===== config.mk =====
export PLATFORM = sky130hd
export DESIGN_NAME = reg_file_sb
export DESIGN_NICKNAME = d
export VERILOG_FILES = /design/src/rtl/reg_file_sb.sv
export SDC_FILE = /design/constraint.sdc
export NUM_CORES = 2
export LEC_CHECK = 0
export BUFFER_PORTS_ARGS = -buffer_cell sky130_fd_sc_hd__buf_2
export CORE_UTILIZATION = 58
export CTS_CLUSTER_SIZE = 10
export DETAILED_ROUTE_END_ITERATION = 6
export PLACE_DENSITY = 0.78
export SYNTH_ARGS = -nofsm -noshare
export SYNTH_HDL_FRONTEND = slang
export SYNTH_SLANG_ARGS = --single-unit

===== constraint.sdc =====
create_clock -name clk -period 2.75 [get_ports clk]
set_input_delay 0.4125 -clock clk [delete_from_list [all_inputs] [get_ports clk]]
set_output_delay 0.4125 -clock clk [all_outputs]
set_load 0.01 [all_outputs]

===== src/rtl/reg_file_sb.sv =====
// Parametrised register file with per-register busy scoreboard for the decode stage.
// Read ports are combinational; writeback clears busy, issue sets it, and issue wins a same-register tie.
module reg_file_sb #(
    parameter int XLEN   = 32,
    parameter int NREGS  = 32,
    parameter int NRD    = 2,
    parameter int BYPASS = 1,
    localparam int AW    = $clog2(NREGS),
    localparam int CW    = $clog2(NREGS + 1)
) (
    input  logic                      clk,
    input  logic                      reset,
    input  logic [NRD-1:0][AW-1:0]    ra,
    output logic [NRD-1:0][XLEN-1:0]  rd,
    output logic [NRD-1:0]            rd_busy,
    input  logic                      we,
    input  logic [AW-1:0]             wa,
    input  logic [XLEN-1:0]           wd,
    input  logic                      iss_valid,
    input  logic [AW-1:0]             iss_rd,
    output logic [CW-1:0]             busy_cnt,
    output logic                      sb_full
);

    logic [XLEN-1:0]  r_regs [NREGS];
    logic [NREGS-1:0] r_busy;
    logic [CW-1:0]    r_busyCnt;

    logic             w_doWrite;
    logic             w_doIssue;
    logic             w_cntInc;
    logic             w_cntDec;
    logic [NREGS-1:0] w_busyNext;
    logic [CW-1:0]    w_cntNext;

    assign w_doWrite = we && (wa != '0);
    assign w_doIssue = iss_valid && (iss_rd != '0);

    // A retiring producer only decrements when no new producer claims the same register.
    assign w_cntInc = w_doIssue && !r_busy[iss_rd];
    assign w_cntDec = w_doWrite && r_busy[wa] && !(w_doIssue && (iss_rd == wa));

    always_comb begin
        w_busyNext = r_busy;
        if (w_doWrite) begin
            w_busyNext[wa] = 1'b0;
        end
        if (w_doIssue) begin
            w_busyNext[iss_rd] = 1'b1;
        end
        w_busyNext[0] = 1'b0;
    end

    always_comb begin
        w_cntNext = r_busyCnt;
        if (w_cntInc && !w_cntDec) begin
            w_cntNext = r_busyCnt + CW'(1);
        end else if (w_cntDec && !w_cntInc) begin
            w_cntNext = r_busyCnt - CW'(1);
        end
    end

    always_ff @(posedge clk or negedge reset) begin
        if (!reset) begin
            for (int i = 0; i < NREGS; i++) begin
                r_regs[i] <= '0;
            end
        end else if (w_doWrite) begin
            r_regs[wa] <= wd;
        end
    end

    always_ff @(posedge clk or negedge reset) begin
        if (!reset) begin
            r_busy    <= '0;
            r_busyCnt <= '0;
        end else begin
            r_busy    <= w_busyNext;
            r_busyCnt <= w_cntNext;
        end
    end

    // Same-cycle issue is deliberately invisible here; it shows up after the edge.
    always_comb begin
        for (int i = 0; i < NRD; i++) begin
            rd[i]      = '0;
            rd_busy[i] = 1'b0;
            if (ra[i] != '0) begin
                if ((BYPASS != 0) && we && (wa == ra[i])) begin
                    rd[i] = wd;
                end else begin
                    rd[i]      = r_regs[ra[i]];
                    rd_busy[i] = r_busy[ra[i]];
                end
            end
        end
    end

    assign busy_cnt = r_busyCnt;
    assign sb_full  = (r_busyCnt == CW'(NREGS - 1));

endmodule

==> impl_metrics.env <==
export IMPL_grt_antenna_before_repair=12
export IMPL_worst_slew_pin_slew_ns=0.779
export IMPL_start_util=0.585
export IMPL_drt_iter0_drc=6251
export IMPL_ctsLongestPathBuffers=3
export IMPL_outcome="finished, violations left"
export IMPL_grt_pass1_wl_mm=300
export IMPL_synth_simple_area_share=0.0388
export IMPL_seq_area_frac_synth=0.454
export IMPL_min_path_type="input pin to flip-flop"
export IMPL_die_area_sq_mm=0.102
export IMPL_start_kind="flip-flop"
export IMPL_cts_root_buf="clkbuf_16"
export IMPL_holdCritStartpoint="wd[23]"
export IMPL_cp_data_arrival_time_ns=2.73
export IMPL_critPathLaunch="r_regs[826]$_DFFE_PN0P_"
export IMPL_rows=116
export IMPL_drc=0
export IMPL_crit_family="compound AO/OA/AOI/OAI gates"
export IMPL_cts_tree="built"
export IMPL_power_density_mw_per_mm2=676
export IMPL_finalSetupViolCount=54
export IMPL_ys_flop_type="dfrtp_1"
export IMPL_syn_area_sq_mm=0.0585
export IMPL_io_buffers=128
export IMPL_synth_top_family_by_area="multiplexers"
export IMPL_clock_skew_final_ns=0.0322
export IMPL_grt_use_met1=0.516
export IMPL_crit_slowest_cell="mux4_2"
export IMPL_synth_area_top_cells="dfrtp_1 (45%), mux2_2 (19%), mux4_2 (16%)"
export IMPL_rsz0062_at_grt="true"
export IMPL_fin_ws_ns=-0.392
export IMPL_route_vias_total=44799
export IMPL_synth_top_area_share=0.454
export IMPL_async_flop_share=1.00
export IMPL_yosysUniqueCellTypes=69
export IMPL_timing_slew_headroom=0.481
export IMPL_clk_pin_slew_ns=0.06
export IMPL_synth_largest_area_cell="dfrtp_1"
export IMPL_layout_common_cells="dfrtp_1 (1,061), mux2_2 (1,007), buf_4 (487)"
export IMPL_fin_crit_sh=1.14
export IMPL_postSynthCellCount=4168
export IMPL_place_area_sq_mm=0.0644
export IMPL_clk_latency_ns=0.75
export IMPL_routed_via_density=7.47
export IMPL_utilization=0.710
export IMPL_critPathCaptureType="primary output"
export IMPL_power_leakage_uw=0.0312
export IMPL_synth_xor_area_share=0.00300
export IMPL_grt_usage=0.401
export IMPL_cts_buffers_inserted=118
export IMPL_hpwl_mm=127
export IMPL_die_y_um=319
export IMPL_failed_checks="negative setup slack"
export IMPL_ant_nets=0
export IMPL_register_area_sq_mm=0.0266
export IMPL_routed_wirelength_mm=209
export IMPL_grt_util_met2=0.584
export IMPL_ys_seq_elements=1061
export IMPL_synth_avg_cell_area_sq_um=14.0
export IMPL_die_w_um=319
export IMPL_num_fill_cells=5936
export IMPL_wl_per_cell_um=34.8
export IMPL_cp_required_ns=2.34
export IMPL_final_area_sq_mm=0.0710
export IMPL_layout_drive_gt1_share=0.576
export IMPL_report_final_slew_viol_count=0
export IMPL_synth_fa_ha_area_frac=0.00141
export IMPL_hold_viol=0
export IMPL_crit_path_max_fanout=3
export IMPL_gr_usage_met3=0.138
export IMPL_cts_sinks=1061
export IMPL_dr_pass1_iters=6
export IMPL_busiest_layer="met2"
export IMPL_final_common_cell="dfrtp_1"
export IMPL_synth_compound_area_share=0.0598
export IMPL_min_period_ns=3.14
export IMPL_worstSetupPathType="flip-flop to primary output"
export IMPL_synth_edf_count=0
export IMPL_h_tree_depth=3
export IMPL_yosys_warnings=0
export IMPL_crit_path_cell_trace="mux4_2 -> a22o_1 -> a221oi_2 -> o211ai_1 -> o21ai_1 -> nor2_2 -> buf_2"
export IMPL_ir_drop_mv=0.542
export IMPL_gp_congestion=0.922
export IMPL_syn2layout_area_growth_pct=21.4
export IMPL_ios=129
export IMPL_synthesis_nets=4230
export IMPL_core_sq_mm=0.100
export IMPL_nets=4724
export IMPL_slowest_delay_ns=0.49
export IMPL_grt_ovfl_total=0
export IMPL_grt_pass1_vias=45026
export IMPL_rr_startpoint="r_busy[11]$_DFF_PN0_"
export IMPL_synth_mux_area_frac=0.397
export IMPL_multi_input_area_sq_mm=0.0309
export IMPL_grt_max_degree=85
export IMPL_cp_buffers_inverters=1
export IMPL_fmax_mhz=318
export IMPL_cap_violations=0
[stage by stage]
step	std cells	hold WS [ns]	power (uW)	setup slack (ns)	setup TNS, ns
floorplan	4168	0.117	27900	-0.270	-0.501
finish	5995	0.0434	48000	-0.392	-5.27
global route	5987	0.0503	49400	-0.445	-7.37
CTS	5912	0.0188	46800	-0.292	-3.84
detailed placement	5686	0.380	31900	-0.547	-9.13
global placement	5686	0.376	31300	-0.492	-7.82
[synth_stat cells (36+ instances only)]
library cell / number
a22oi_1: 96
nor3_1: 41
nor2b_1: 36
mux2_2: 1008
buf_6: 39
clkbuf_1: 192
nand2_1: 126
nand3_1: 48
nor2_1: 104
o22ai_1: 111
buf_2: 147
mux2i_1: 198
dfrtp_1: 1061
buf_4: 40
o21ai_0: 81
a221oi_1: 46
mux4_2: 420
a21oi_1: 36
[sequential cells by signal, indices dropped and copies added, names as in the netlist]
| name | count |
|---|---|
| r_regs | 1024 |
| r_busy | 31 |
| busy_cnt | 6 |
[logic make-up after synthesis]
kind of cell             after synthesis
multiplexers                        1642
flip-flops                          1061
AO/OA/AOI/OAI                        504
buffers and inverters                477
AND/OR/NAND/NOR                      458
XOR/XNOR                              20
adder cells (fa/ha/maj)                6
[power by group]
group	internal, uW	leakage, uW	switching [uW]
Sequential	18600	0.0136	2440
Clock	7950	0.00158	6350
Combinational	7240	0.0161	5340
[final timing paths]
check	slack, ns	depth (start not counted)	end
setup reg to reg	-0.25	14	busy_cnt[5]$_DFFE_PN0P_
setup / recovery	-0.39	7	rd[26]
max in group asynchronous	1.39	3	r_regs[829]$_DFFE_PN0P_
hold / removal	0.04	2	r_regs[855]$_DFFE_PN0P_
min in group asynchronous	0.29	2	r_regs[457]$_DFFE_PN0P_
hold reg to reg	0.40	0	r_regs[1004]$_DFFE_PN0P_
[layer usage]
metal | vias to the layer above | wire length (um)
met2 | 3764 | 90700
li1 | 17037 | -
met1 | 22919 | 71800
met4 | 6 | 16300
met3 | 1073 | 29900
met5 | - | 44
[cell type report]
| cell class | count | area share |
|---|---|---|
| diodes | 11 | 0.000388 |
| clock buffers | 136 | 0.0434 |
| clock inverters | 8 | 0.00212 |
| inverters | 24 | 0.00145 |
| multi-input cells | 2630 | 0.436 |
| flip-flops and latches | 1061 | 0.374 |
| well taps | 1298 | 0.0229 |
| repair buffers | 827 | 0.120 |
[repair_timing]
| item | CTS | global route |
|---|---|---|
| pin swaps | 135 | 118 |
| buffers inserted | 91 | 73 |
| gates cloned | 3 | 4 |
| hold buffers | 1 | 0 |
| hold endpoints to repair | 29 | 0 |
| endpoints found under the setup margin | 68 | 71 |
| gates resized for setup | 259 | 202 |
Note: power is estimated with default switching activity, not from simulation.
